==> src/rtl/coolgirl_config_ctrl_if.sv <==
// CPU-side bus seen by the CoolGirl configuration controller.
// The cartridge edge drives it and the controller only samples it.
interface coolgirl_config_ctrl_if;
    logic        romsel;
    logic        cpu_rw_in;
    logic [14:0] cpu_addr_in;
    logic [7:0]  cpu_data_in;

    modport master (output romsel, output cpu_rw_in, output cpu_addr_in, output cpu_data_in);
    modport slave  (input  romsel, input  cpu_rw_in, input  cpu_addr_in, input  cpu_data_in);
endinterface

==> src/rtl/coolgirl_config_ctrl.sv <==
// CoolGirl mapping configuration: shadow registers in the $5000 window, an atomic
// commit to the live outputs, a two-byte flash-write key, and a one-way lockout.
module coolgirl_config_ctrl #(
    parameter logic [2:0] REG_PAGE     = 3'b101,
    parameter logic [7:0] PRG_KEY1     = 8'h55,
    parameter logic [7:0] PRG_KEY2     = 8'hAA,
    parameter logic       CHR_WE_RESET = 1'b1
) (
    input  logic                         m2,
    input  logic                         reset,
    coolgirl_config_ctrl_if.slave        bus,
    output logic [12:0]                  cpu_base,
    output logic [4:0]                   cpu_mask,
    output logic [4:0]                   chr_mask,
    output logic [1:0]                   sram_page,
    output logic [3:0]                   mapper,
    output logic                         sram_enabled,
    output logic                         chr_write_enabled,
    output logic                         prg_write_enabled,
    output logic                         lockout,
    output logic                         cfg_strobe
);
    typedef enum logic [1:0] {KEY_IDLE, KEY_K1, KEY_ARMED} key_state_t;

    key_state_t key_state, key_next;

    logic [12:0] sh_cpu_base;
    logic [4:0]  sh_cpu_mask;
    logic [4:0]  sh_chr_mask;
    logic [1:0]  sh_sram_page;
    logic [3:0]  sh_mapper;

    logic       regwr;
    logic [2:0] idx;
    logic [7:0] d;
    logic       unused_addr;

    // Lockout gates the decode itself, so nothing downstream can see a write.
    assign regwr = bus.romsel && !bus.cpu_rw_in &&
                   (bus.cpu_addr_in[14:12] == REG_PAGE) && !lockout;
    assign idx   = bus.cpu_addr_in[2:0];
    assign d     = bus.cpu_data_in;
    assign unused_addr = &{1'b0, bus.cpu_addr_in[11:3]};

    always_ff @(negedge m2 or negedge reset) begin
        if (!reset) key_state <= KEY_IDLE;
        else        key_state <= key_next;
    end

    always_comb begin
        key_next = key_state;
        if (regwr) begin
            case (idx)
                3'd5: key_next = KEY_IDLE;
                3'd6: begin
                    case (key_state)
                        KEY_IDLE:  key_next = (d == PRG_KEY1) ? KEY_K1 : KEY_IDLE;
                        KEY_K1:    key_next = (d == PRG_KEY2) ? KEY_ARMED : KEY_IDLE;
                        default:   key_next = KEY_IDLE;
                    endcase
                end
                default: key_next = key_state;
            endcase
        end
    end

    always_ff @(negedge m2 or negedge reset) begin
        if (!reset) begin
            sh_cpu_base       <= '0;
            sh_cpu_mask       <= '0;
            sh_chr_mask       <= '0;
            sh_sram_page      <= '0;
            sh_mapper         <= '0;
            cpu_base          <= '0;
            cpu_mask          <= '0;
            chr_mask          <= '0;
            sram_page         <= '0;
            mapper            <= '0;
            sram_enabled      <= 1'b0;
            chr_write_enabled <= CHR_WE_RESET;
            prg_write_enabled <= 1'b0;
            lockout           <= 1'b0;
            cfg_strobe        <= 1'b0;
        end else begin
            cfg_strobe <= regwr && (idx == 3'd5);
            if (regwr) begin
                case (idx)
                    3'd0: sh_cpu_base[12:8] <= d[4:0];
                    3'd1: sh_cpu_base[7:0]  <= d;
                    3'd2: sh_cpu_mask       <= d[4:0];
                    3'd3: sh_chr_mask       <= d[4:0];
                    3'd4: begin
                        sh_mapper    <= d[3:0];
                        sh_sram_page <= d[5:4];
                    end
                    3'd5: begin
                        cpu_base          <= sh_cpu_base;
                        cpu_mask          <= sh_cpu_mask;
                        chr_mask          <= sh_chr_mask;
                        sram_page         <= sh_sram_page;
                        mapper            <= sh_mapper;
                        sram_enabled      <= d[0];
                        chr_write_enabled <= d[1];
                        prg_write_enabled <= d[2] && (key_state == KEY_ARMED);
                        lockout           <= d[7];
                    end
                    default: ;
                endcase
            end
        end
    end
endmodule
==> src/flat_wrapper.sv <==
// flat-port wrapper written by rule: the top's interface ports become plain ports
module coolgirl_config_ctrl_flat 
#(
    parameter logic [2:0] REG_PAGE     = 3'b101,
    parameter logic [7:0] PRG_KEY1     = 8'h55,
    parameter logic [7:0] PRG_KEY2     = 8'hAA,
    parameter logic       CHR_WE_RESET = 1'b1
)
  (m2, reset, cpu_base, cpu_mask, chr_mask, sram_page, mapper, sram_enabled, chr_write_enabled, prg_write_enabled, lockout, cfg_strobe, bus_romsel, bus_cpu_rw_in, bus_cpu_addr_in, bus_cpu_data_in);
  coolgirl_config_ctrl_if bus_i ();
  input  logic m2;
  input  logic reset;
  output logic [12:0] cpu_base;
  output logic [4:0] cpu_mask;
  output logic [4:0] chr_mask;
  output logic [1:0] sram_page;
  output logic [3:0] mapper;
  output logic sram_enabled;
  output logic chr_write_enabled;
  output logic prg_write_enabled;
  output logic lockout;
  output logic cfg_strobe;
  input wire logic [$bits(bus_i.romsel)-1:0] bus_romsel;
  input wire logic [$bits(bus_i.cpu_rw_in)-1:0] bus_cpu_rw_in;
  input wire logic [$bits(bus_i.cpu_addr_in)-1:0] bus_cpu_addr_in;
  input wire logic [$bits(bus_i.cpu_data_in)-1:0] bus_cpu_data_in;
  assign bus_i.romsel = bus_romsel;
  assign bus_i.cpu_rw_in = bus_cpu_rw_in;
  assign bus_i.cpu_addr_in = bus_cpu_addr_in;
  assign bus_i.cpu_data_in = bus_cpu_data_in;
  coolgirl_config_ctrl #(.REG_PAGE(REG_PAGE), .PRG_KEY1(PRG_KEY1), .PRG_KEY2(PRG_KEY2), .CHR_WE_RESET(CHR_WE_RESET)) u_core (.m2(m2), .reset(reset), .bus(bus_i), .cpu_base(cpu_base), .cpu_mask(cpu_mask), .chr_mask(chr_mask), .sram_page(sram_page), .mapper(mapper), .sram_enabled(sram_enabled), .chr_write_enabled(chr_write_enabled), .prg_write_enabled(prg_write_enabled), .lockout(lockout), .cfg_strobe(cfg_strobe));
endmodule
==> config.mk <==
export PLATFORM = sky130hd
export DESIGN_NAME = coolgirl_config_ctrl_flat
export DESIGN_NICKNAME = d
export VERILOG_FILES = /design/src/rtl/coolgirl_config_ctrl_if.sv /design/src/rtl/coolgirl_config_ctrl.sv /design/src/flat_wrapper.sv
export SDC_FILE = /design/constraint.sdc
export NUM_CORES = 1
export LEC_CHECK = 0
export ABC_AREA = 1
export BUFFER_PORTS_ARGS = -buffer_cell sky130_fd_sc_hd__buf_2
export CORE_UTILIZATION = 30
export DETAILED_ROUTE_END_ITERATION = 8
export PLACE_DENSITY = 0.48
export SYNTH_ARGS = -nofsm -noshare
export SYNTH_HDL_FRONTEND = slang
export SYNTH_SLANG_ARGS = --single-unit
export TNS_END_PERCENT = 10
==> constraint.sdc <==
create_clock -name m2 -period 1.8 [get_ports m2]
set_input_delay 0.18 -clock m2 [delete_from_list [all_inputs] [get_ports m2]]
set_output_delay 0.18 -clock m2 [all_outputs]
set_load 0.02 [all_outputs]
==> impl_metrics.yaml, run 1 <==
worst_setup_path:
  timing.rr.start: "u_core.lockout"
  critPathMaxStageDelay_ns: 0.52
  crit_buf_inv: 1
  worstSetupPathType: "flip-flop to output pin"
  critPathMaxFanout: 2
  cp-start-kind: "flip-flop"
  ff2ff_path_depth: 6
  regToRegSetupSlack_ns: 0.42
  cp.depth: 1
  arrival_ns: 1.91
  startpoint: "u_core.chr_write_enabled"
  worst_r2r_endpoint: "u_core.cpu_base[2]"
  critPathCaptureType: "output pin"
  crit_path_cell_trace: "buf_6"
  crit_family: "flip-flops"
  critPathRequiredTime_ns: 1.62
  critPathSlowestCell: "dfstp_2"
sta:
  holdWs_ns: 0.419
  setup_viol: 34
  setup_tns_ns: -5.44
  slew_violations: 0
  setup_ws_ns: -0.292
  finClkSkew_ns: 0.0437
  tightestPinTransition_ns: 0.352
  relSlewSlack_pct: 76.5
  rsz0062_at_grt: "true"
  hold_violations: 0
synthesis:
  synth-edff-count: 0
  ys_seq_area_share_pct: 58.8
  synth_ff_type: "dfrtn_1"
  synth-async-reset-ratio_pct: 100
  synth_nets: 359
  ys.warnings.count: 0
  synth_top_family_by_area: "simple AND/OR/NAND/NOR gates"
  synth-seq-cells: 65
  synthCells: 332
  syn_area_um2: 2770
  syn-mean-instance-area_um2: 8.34
  yosys.area_share.simple_pct: 30.8
  synth_compound_area_share_pct: 5.78
  yosysUniqueCellTypes: 19
  synthMuxAreaShare_pct: 0
  synth_xor_xnor_area_share_pct: 0
  synth_adder_area_share_pct: 0
layout:
  fillCellCount: 910
  multi_input_area_um2: 1090
  nets: 447
  layout-drive-gt1-share_pct: 29.4
  regArea_um2: 1630
  layout_commonest_cell: "nand2_1"
  fin_area_um2: 3950
  area_growth_pct: 42.5
  antennaDiodeCount: 0
  final_cell_mix: "nand2_1, dfrtn_1, buf_4, buf_6, nand3_1"
power_and_ir_drop:
  power_density_nw_per_um2: 734
  ir_worst_vdd_mv: 0.327
  p_leak_nw: 2.22
  total_power_w: 0.00290
route:
  final_antenna_net_count: 0
  dr.first_iter.drc_count: 66
  vias: 2431
  met1_length_mm: 3.32
  highest_layer: "met4"
  routed-wl-met2_mm: 3.10
  routed_wl_mm: 6.79
  remaining_drc_errors: 3
  wl_per_cell_um: 12.7
  detailroute.wirelength.met3_um: 274
  via_per_inst: 4.56
  firstDrtPassIters: 9
global_routing:
  grt_max_degree: 28
  grt_pass1_wl_mm: 11.6
  grt.total_usage_pct: 15.4
  antenna_found_initial: 0
  grt_pass1_vias: 2403
  grt.overflow.total: 0
floorplan:
  core.rowCount: 34
  core-area_um2: 8850
  ios: 61
  fp.dieH_um: 98.1
  die_area_um2: 9620
  start_util_pct: 31.3
  die_w_um: 98.1
job:
  drv_cap: 0
clock_tree:
  clk_pin_slew_ns: 0.05
  h-tree-depth: 3
  root_buffer: "clkbuf_8"
  cts_hold_buf: 0
  cts_sinks: 65
  worstSkewPairLatency_ns: 0.38
  cts_inserted_buffers: 9
  cts_buffer_depth: 2
  cts_tree: "built"
place:
  hpwl_mm: 5.21
  gp_congestion: 0.716
  portBuffers: 51
  place_area_um2: 3520
outcome:
  status: "finished, violations left"
  violations: "design-rule violations, negative setup slack"
worst_hold_path:
  whs_endpoint: "u_core.sh_cpu_mask[3]"
  whs_path_depth: 2
  hp-class: "flip-flop to flip-flop"
  min-delay-start: "u_core.sh_cpu_mask[3]"
-- layer usage --
layer | global-route usage, % | vias to the layer above
li1 | - | 1225
met1 | 20.5 | 1156
met2 | 24.1 | 44
met3 | 4.58 | 6
met4 | 5.24 | 0
met5 | 0 | -
-- worst reg2reg max path: stages (launching register included) --
cell,delay (ns)
dfrtn_1,0.36
buf_4,0.15
nor2_2,0.12
nand3b_4,0.16
buf_4,0.22
o21ai_0,0.17
nand2_1,0.06
-- flip-flops by register name (all words and copies together), names as in the netlist, 2 cells and up --
register / count
u_core.cpu_base: 13
u_core.sh_cpu_base: 13
u_core.chr_mask: 5
u_core.cpu_mask: 5
u_core.sh_chr_mask: 5
u_core.sh_cpu_mask: 5
u_core.mapper: 4
u_core.sh_mapper: 4
u_core.key_state: 2
u_core.sh_sram_page: 2
u_core.sram_page: 2
-- Yosys cell counts, types with 2 or more instances --
| cell | instances | area [µm²] |
|---|---|---|
| clkbuf_1 | 8 | 30.0 |
| o21ai_0 | 32 | 160 |
| nor3_2 | 2 | 20.0 |
| nor2_1 | 16 | 60.1 |
| inv_1 | 15 | 56.3 |
| buf_2 | 6 | 30.0 |
| dfrtn_1 | 64 | 1600 |
| nand3_1 | 31 | 155 |
| nand2_1 | 148 | 556 |
-- worst max path at each step --
stage                            end  slack [ns]
2_1_floorplan  u_core.sh_cpu_base[0]       -0.14
3_3_place_gp      u_core.cpu_base[1]       -0.34
3_5_place_dp   u_core.sh_cpu_mask[2]       -0.35
4_1_cts            chr_write_enabled       -0.30
5_1_grt            chr_write_enabled       -0.32
6_report           chr_write_enabled       -0.29
-- where the power goes --
part / total, W / switching, W / leakage [nW] / internal [W]
sequential: 0.00147 / 0.000000892 / 0.889 / 0.00147
clock: 0.00125 / 0.000578 / 0.0968 / 0.000674
combinational: 0.000175 / 0.000107 / 1.23 / 0.0000684
total: 0.00290 / 0.000685 / 2.22 / 0.00221
-- metrics by stage --
stage	worst slack [ns]	util (%)	instances
after floorplan	-0.138	-	332
after global placement	-0.338	39.8	515
after detailed placement	-0.352	39.8	515
after CTS	-0.301	44.5	532
after global routing	-0.320	44.6	533
final	-0.292	44.6	533
-- cells by family after synthesis --
kind of cell | Yosys count
AO/OA/AOI/OAI | 32
buffers and inverters | 32
flip-flops | 65
AND/OR/NAND/NOR | 203
-- repair_timing --
| action | in CTS | in global routing |
|---|---|---|
| endpoints found under the hold margin | 0 | 0 |
| pin swaps | 0 | 0 |
| endpoints found under the setup margin | 34 | 66 |
| buffers inserted | 1 | 1 |
| resized for setup | 68 | 12 |
| cloned | 0 | 0 |
-- final cells by class --
type | count | area share [%]
Sequential cell | 65 | 41.2
Tap cell | 108 | 3.42
Inverter | 16 | 1.84
Clock inverter | 6 | 1.49
Multi-Input combinational cell | 235 | 27.7
Timing Repair Buffer | 92 | 20.7
Clock buffer | 11 | 3.58
Note: power is estimated with default switching activity, not from simulation.
==> run 2, diff against run 1 <==
--- a/config.mk
+++ b/config.mk
@@ -5,11 +5,13 @@
 export SDC_FILE = /design/constraint.sdc
 export NUM_CORES = 1
 export LEC_CHECK = 0
-export ABC_AREA = 1
 export BUFFER_PORTS_ARGS = -buffer_cell sky130_fd_sc_hd__buf_2
+export CELL_PAD_IN_SITES_DETAIL_PLACEMENT = 2
+export CELL_PAD_IN_SITES_GLOBAL_PLACEMENT = 2
 export CORE_UTILIZATION = 30
 export DETAILED_ROUTE_END_ITERATION = 8
-export PLACE_DENSITY = 0.48
+export PLACE_DENSITY = 0.63
+export REMOVE_ABC_BUFFERS = 1
 export SYNTH_ARGS = -nofsm -noshare
 export SYNTH_HDL_FRONTEND = slang
 export SYNTH_SLANG_ARGS = --single-unit
==> run 2 against run 1 <==
Compared with the run above:
- the run still ends with design-rule violations, negative setup slack left
- worst hold slack improved by 0.030 ns
- synthesized cell count shrank 51%
- first-iteration DRC count fell by 56%
- critical path depth increased by 4
- clock power down 3%
- clock-buffer cell count decreased by 1
- via count decreased by 29%
- final cell count fell by 31%
- register-to-register slack got worse by 0.33 ns
==> impl_metrics.yaml, run 2 <==
outcome:
  status: "finished, violations left"
  violations: "design-rule violations, negative setup slack"
power_and_ir_drop:
  ir_worst_vdd_mv: 0.305
  p_leak_nw: 1.90
  power_density_nw_per_um2: 812
floorplan:
  fp.dieH_um: 98.1
  ios: 61
  die_w_um: 98.1
  start_util_pct: 31.4
  core.rowCount: 34
  core-area_um2: 8810
  die_area_um2: 9610
synthesis:
  yosysTopAreaCellShare_pct: 57.9
  synth_area_leaders: "dfrtn_1, mux2_4, mux2_2"
  synth-seq-cells: 65
  ys_seq_area_share_pct: 58.8
  syn_area_um2: 2770
  synthCells: 162
  synth-async-reset-ratio_pct: 100
  ys.warnings.count: 0
  yosysMostFrequentCell: "dfrtn_1"
  syn-mean-instance-area_um2: 17.1
  synth_ff_type: "dfrtn_1"
  synth_largest_area_cell: "dfrtn_1"
  synth-edff-count: 0
  synthTopCellsByCount: "dfrtn_1, mux2_2, mux2_4"
  yosysUniqueCellTypes: 27
layout:
  reg_top3: "u_core.cpu_base: 13 flops, u_core.sh_cpu_base: 13 flops"
  nets: 280
  final_cell_mix: "dfrtn_1, buf_6, mux2_4, mux2_2, buf_4"
  layout.cells.non_filler: 366
  layout-drive-gt1-share_pct: 65.5
  area_growth_pct: 38.3
  layout_commonest_cell: "dfrtn_1"
  antennaDiodeCount: 0
sta:
  setup_viol: 97
  setup_ws_ns: -0.310
  finClkSkew_ns: 0.0481
  rsz0062_at_grt: "true"
  setup_tns_ns: -21.13
  hold_violations: 0
  tightestPinTransition_ns: 0.297
  slew_violations: 0
  holdWs_ns: 0.449
  relSlewSlack_pct: 80.2
worst_setup_path:
  arrival_ns: 1.38
  critPathMaxStageDelay_ns: 0.33
  critPathRequiredTime_ns: 1.07
  worstSetupPathType: "input port to flip-flop"
  critPathMaxFanout: 12
  crit_path_cell_trace: "buf_6 -> and4bb_2 -> and4_4 -> buf_12 -> mux2_2"
  critPathCaptureType: "flip-flop"
  critPathSlowestCell: "mux2_2"
  cp-start-kind: "input port"
  crit_family: "simple AND/OR/NAND/NOR gates"
  crit_buf_inv: 2
global_routing:
  grt_max_degree: 55
  grt_pass1_wl_mm: 11.2
  grt.overflow.total: 0
  grt.total_usage_pct: 15.9
  grt_pass1_vias: 2022
  antenna_found_initial: 0
clock_tree:
  cts_tree: "built"
  cts_sinks: 65
  h-tree-depth: 3
  worstSkewPairLatency_ns: 0.37
  cts_buffer_depth: 2
  cts_inserted_buffers: 9
  cts_hold_buf: 0
  clk_pin_slew_ns: 0.05
  root_buffer: "clkbuf_8"
route:
  vias: 1719
  wl_per_cell_um: 18.9
  via_per_inst: 4.70
  dr.first_iter.drc_count: 29
  remaining_drc_errors: 3
  final_antenna_net_count: 0
  routed_wl_mm: 6.92
  firstDrtPassIters: 8
place:
  dp.cells: 349
  post-place-ws_ns: -0.682
  hpwl_mm: 4.86
  gp_congestion: 0.721
  portBuffers: 51
worst_hold_path:
  hp-class: "flip-flop to flip-flop"
job:
  drv_cap: 0
## run 2: changes by cell type after synthesis, sizes merged, moves of 3 or more
cell,delta
nand2,-148
mux2,+62
o21ai,-32
nand3,-30
nor2,-14
inv,-13
clkbuf,-9
nor3,-4
nand4bb,+3
## run 2: routing by layer
| metal | track usage, % | vias up | wire length [µm] |
|---|---|---|---|
| met5 | 0 | - | 0 |
| met4 | 7.34 | 0 | 137 |
| met3 | 2.86 | 10 | 220 |
| met2 | 25.5 | 34 | 3470 |
| met1 | 20.8 | 905 | 3090 |
| li1 | - | 770 | - |
## run 2: where the power goes
group          internal [W]  leakage, nW  total, W  switching, W
combinational      0.000164        0.917  0.000304      0.000141
clock              0.000633       0.0950   0.00121      0.000576
sequential          0.00155        0.889   0.00159     0.0000444
## run 2: layout make-up
cell class | count | area, µm²
clock inverter | 7 | 62.6
inverter | 2 | 7.51
tap | 108 | 135
sequential | 65 | 1630
multi-input combinational | 90 | 1070
clock buffer | 10 | 128
timing repair buffer | 84 | 798
fill | 838 | 4980
## run 2: timing repair
item,in CTS,in global routing
hold endpoints to repair,0,0
setup endpoints to repair,97,97
setup buffers,1,0
pin swaps,2,0
gates resized for setup,75,2
## run 2: kinds of logic (layout without fill, tap and decap cells)
family | Yosys count | count (layout) | synth area share, %
muxes | 63 | 63 | 29.5
AOI/OAI and AO/OA | 1 | 1 | 0.317
and+or+nand+nor | 25 | 25 | 7.73
xor gates and xnor gates | 1 | 1 | 0.317
buffers and inverters | 7 | 103 | 3.30
DFF | 65 | 65 | 58.8
## run 2: path summary, 6_finish.rpt
check	end	cells past startpoint	slack, ns	startpoint
setup / recovery	u_core.cpu_base[0]	5	-0.31	bus_cpu_addr_in[13]
hold / removal	u_core.mapper[3]	1	0.45	u_core.sh_mapper[3]
setup reg to reg	u_core.cpu_base[0]	5	0.09	u_core.lockout
hold reg to reg	u_core.mapper[3]	1	0.45	u_core.sh_mapper[3]
max in group asynchronous	u_core.prg_write_enabled	2	0.88	reset
min in group asynchronous	u_core.sh_mapper[0]	2	0.60	reset
## run 2: stage by stage
stage	cell area, µm²	power, W	utilization [%]
finish	3830	0.00311	43.5
floorplan	2690	0.00174	-
global placement	3380	0.00189	38.4
detailed placement	3380	0.00191	38.4
global route	3830	0.00324	43.5
CTS	3820	0.00316	43.4
==> run 3, diff against run 2 <==
--- a/config.mk
+++ b/config.mk
@@ -9,6 +9,7 @@
 export CELL_PAD_IN_SITES_DETAIL_PLACEMENT = 2
 export CELL_PAD_IN_SITES_GLOBAL_PLACEMENT = 2
 export CORE_UTILIZATION = 30
+export CTS_BUF_LIST = sky130_fd_sc_hd__clkbuf_2 sky130_fd_sc_hd__clkbuf_4 sky130_fd_sc_hd__clkbuf_8
 export DETAILED_ROUTE_END_ITERATION = 8
 export PLACE_DENSITY = 0.63
 export REMOVE_ABC_BUFFERS = 1
==> run 3 against run 2 <==
Compared with the run above:
- the run still ends with design-rule violations, negative setup slack left
- core utilization hardly changed
- highest routed layer unchanged
- clock-buffer cell count stayed put
- first-iteration DRC count is 6.9% higher
- combinational power hardly changed
- final cell count stayed put
- die area stayed put
- final area hardly changed
- sequential share of layout area hardly changed
- worst hold slack hardly changed
- flip-flop and latch count stayed put
- clock skew hardly changed
==> impl_metrics.yaml, run 3 (same netlist as run 2, synthesis figures left out) <==
sta:
  holdWs_ns: 0.449
  relSlewSlack_pct: 80.1
  finClkSkew_ns: 0.0481
  slew_violations: 0
  tightestPinTransition_ns: 0.298
  setup_tns_ns: -21.04
  hold_violations: 0
  setup_viol: 97
  rsz0062_at_grt: "true"
  setup_ws_ns: -0.309
clock_tree:
  root_buffer: "clkbuf_8"
  h-tree-depth: 3
  cts_buffer_depth: 2
  cts_sinks: 65
  cts_tree: "built"
  worstSkewPairLatency_ns: 0.37
  clk_pin_slew_ns: 0.05
  cts_inserted_buffers: 9
layout:
  area_growth_pct: 38.5
  layout-drive-gt1-share_pct: 65.9
  final_util_pct: 43.5
  antennaDiodeCount: 0
  layout_commonest_cell: "dfrtn_1"
  final_cell_mix: "dfrtn_1, buf_6, mux2_4, mux2_2, buf_4"
  nets: 280
  reg_top3: "u_core.cpu_base: 13 flops, u_core.sh_cpu_base: 13 flops"
route:
  via_per_inst: 4.66
  remaining_drc_errors: 3
  final_antenna_net_count: 0
  wl_per_cell_um: 18.7
  routed_wl_mm: 6.85
  firstDrtPassIters: 8
  vias: 1707
  dr.first_iter.drc_count: 31
worst_setup_path:
  timing.rr.start: "u_core.lockout"
  critPathMaxFanout: 12
  critPathCaptureType: "flip-flop"
  critPathSlowestCell: "mux2_2"
  worstSetupPathType: "input port to flip-flop"
  cp-start-kind: "input port"
  critPathMaxStageDelay_ns: 0.33
  worst_r2r_endpoint: "u_core.cpu_base[0]"
  ff2ff_path_depth: 5
  critPathRequiredTime_ns: 1.07
  regToRegSetupSlack_ns: 0.09
  arrival_ns: 1.38
  crit_path_cell_trace: "buf_6 -> and4bb_2 -> and4_4 -> buf_12 -> mux2_2"
  startpoint: "bus_cpu_addr_in[13]"
global_routing:
  grt_pass1_wl_mm: 11.0
  grt_util_met1_pct: 20.3
  grt.busiest_layer: "met2"
  grt_max_degree: 55
  antenna_found_initial: 0
  grt.overflow.total: 0
  grt.total_usage_pct: 15.6
  grt_pass1_vias: 2002
  grtUsageMet3_pct: 2.86
  grt_use_met2_pct: 25.1
floorplan:
  die_area_um2: 9610
  core-area_um2: 8810
  ios: 61
  fp.dieH_um: 98.1
  core.rowCount: 34
  die_w_um: 98.1
  start_util_pct: 31.4
worst_hold_path:
  hp-class: "flip-flop to flip-flop"
  whs_path_depth: 1
  min-delay-start: "u_core.sh_cpu_mask[1]"
  whs_endpoint: "u_core.cpu_mask[1]"
power_and_ir_drop:
  ir_worst_vdd_mv: 0.305
  power_density_nw_per_um2: 814
  total_power_w: 0.00312
  p_switching_w: 0.000759
  p_int_w: 0.00236
  p_leak_nw: 1.90
  seq_power_share_pct: 51.1
  pwr-share-comb_pct: 9.7
  swShare_pct: 24.3
  pwr-share-clk_pct: 39.2
place:
  portBuffers: 51
  gp_congestion: 0.721
  post-place-ws_ns: -0.682
  hpwl_mm: 4.86
job:
  drv_cap: 0
outcome:
  status: "finished, violations left"
  violations: "design-rule violations, negative setup slack"
-- run 3: changes by cell type in the layout (fill, tap and decap cells not counted) --
cell	before	now
clkbuf_4	0	1
clkbuf_1	1	0
-- run 3: area by class of cell --
cell class	instances	area, µm²
clock buffers	10	131
clock inverters	7	62.6
fillers	838	4970
inverters	2	7.51
multi-input cells	90	1070
flip-flops and latches	65	1630
well taps	108	135
repair buffers	84	798
-- run 3: repair_timing --
item	4_1_cts	5_1_grt
hold buffers	0	0
setup endpoints to repair	97	97
resized for setup	75	2
pin swaps	2	0
buffers inserted	1	0
-- run 3: worst max-delay path by stage --
stage	end	slack (ns)	cells past startpoint
2_1_floorplan	u_core.cpu_base[0]	-0.74	3
3_3_place_gp	u_core.cpu_base[0]	-0.65	5
3_5_place_dp	u_core.cpu_base[0]	-0.68	5
4_1_cts	chr_write_enabled	-0.31	1
5_1_grt	chr_write_enabled	-0.33	1
6_report	u_core.cpu_base[0]	-0.31	5
-- run 3: metrics by stage --
step | area [µm²] | instances
2_1_floorplan | 2690 | 158
3_3_place_gp | 3380 | 349
3_5_place_dp | 3380 | 349
4_1_cts | 3820 | 366
5_1_grt | 3830 | 366
6_report | 3830 | 366
-- run 3: critical path, delay by kind of cell --
kind          cells  cell delay [ns]
simple gates      2             0.60
mux               1             0.33
buf+inv           2             0.26
-- run 3: layer usage --
metal	share of wire, %	up-vias
met5	0	-
li1	-	767
met4	1.8	0
met2	50	35
met1	45	896
met3	3.1	9
-- run 3: power groups by stage --
| stage | clock network, W | registers [W] | logic (W) |
|---|---|---|---|
| floorplan | 0.00000695 | 0.00163 | 0.000105 |
| global placement | 0.00000695 | 0.00161 | 0.000272 |
| detailed placement | 0.00000695 | 0.00162 | 0.000283 |
| CTS | 0.00127 | 0.00160 | 0.000310 |
| global route | 0.00133 | 0.00160 | 0.000332 |
| finish | 0.00122 | 0.00159 | 0.000303 |
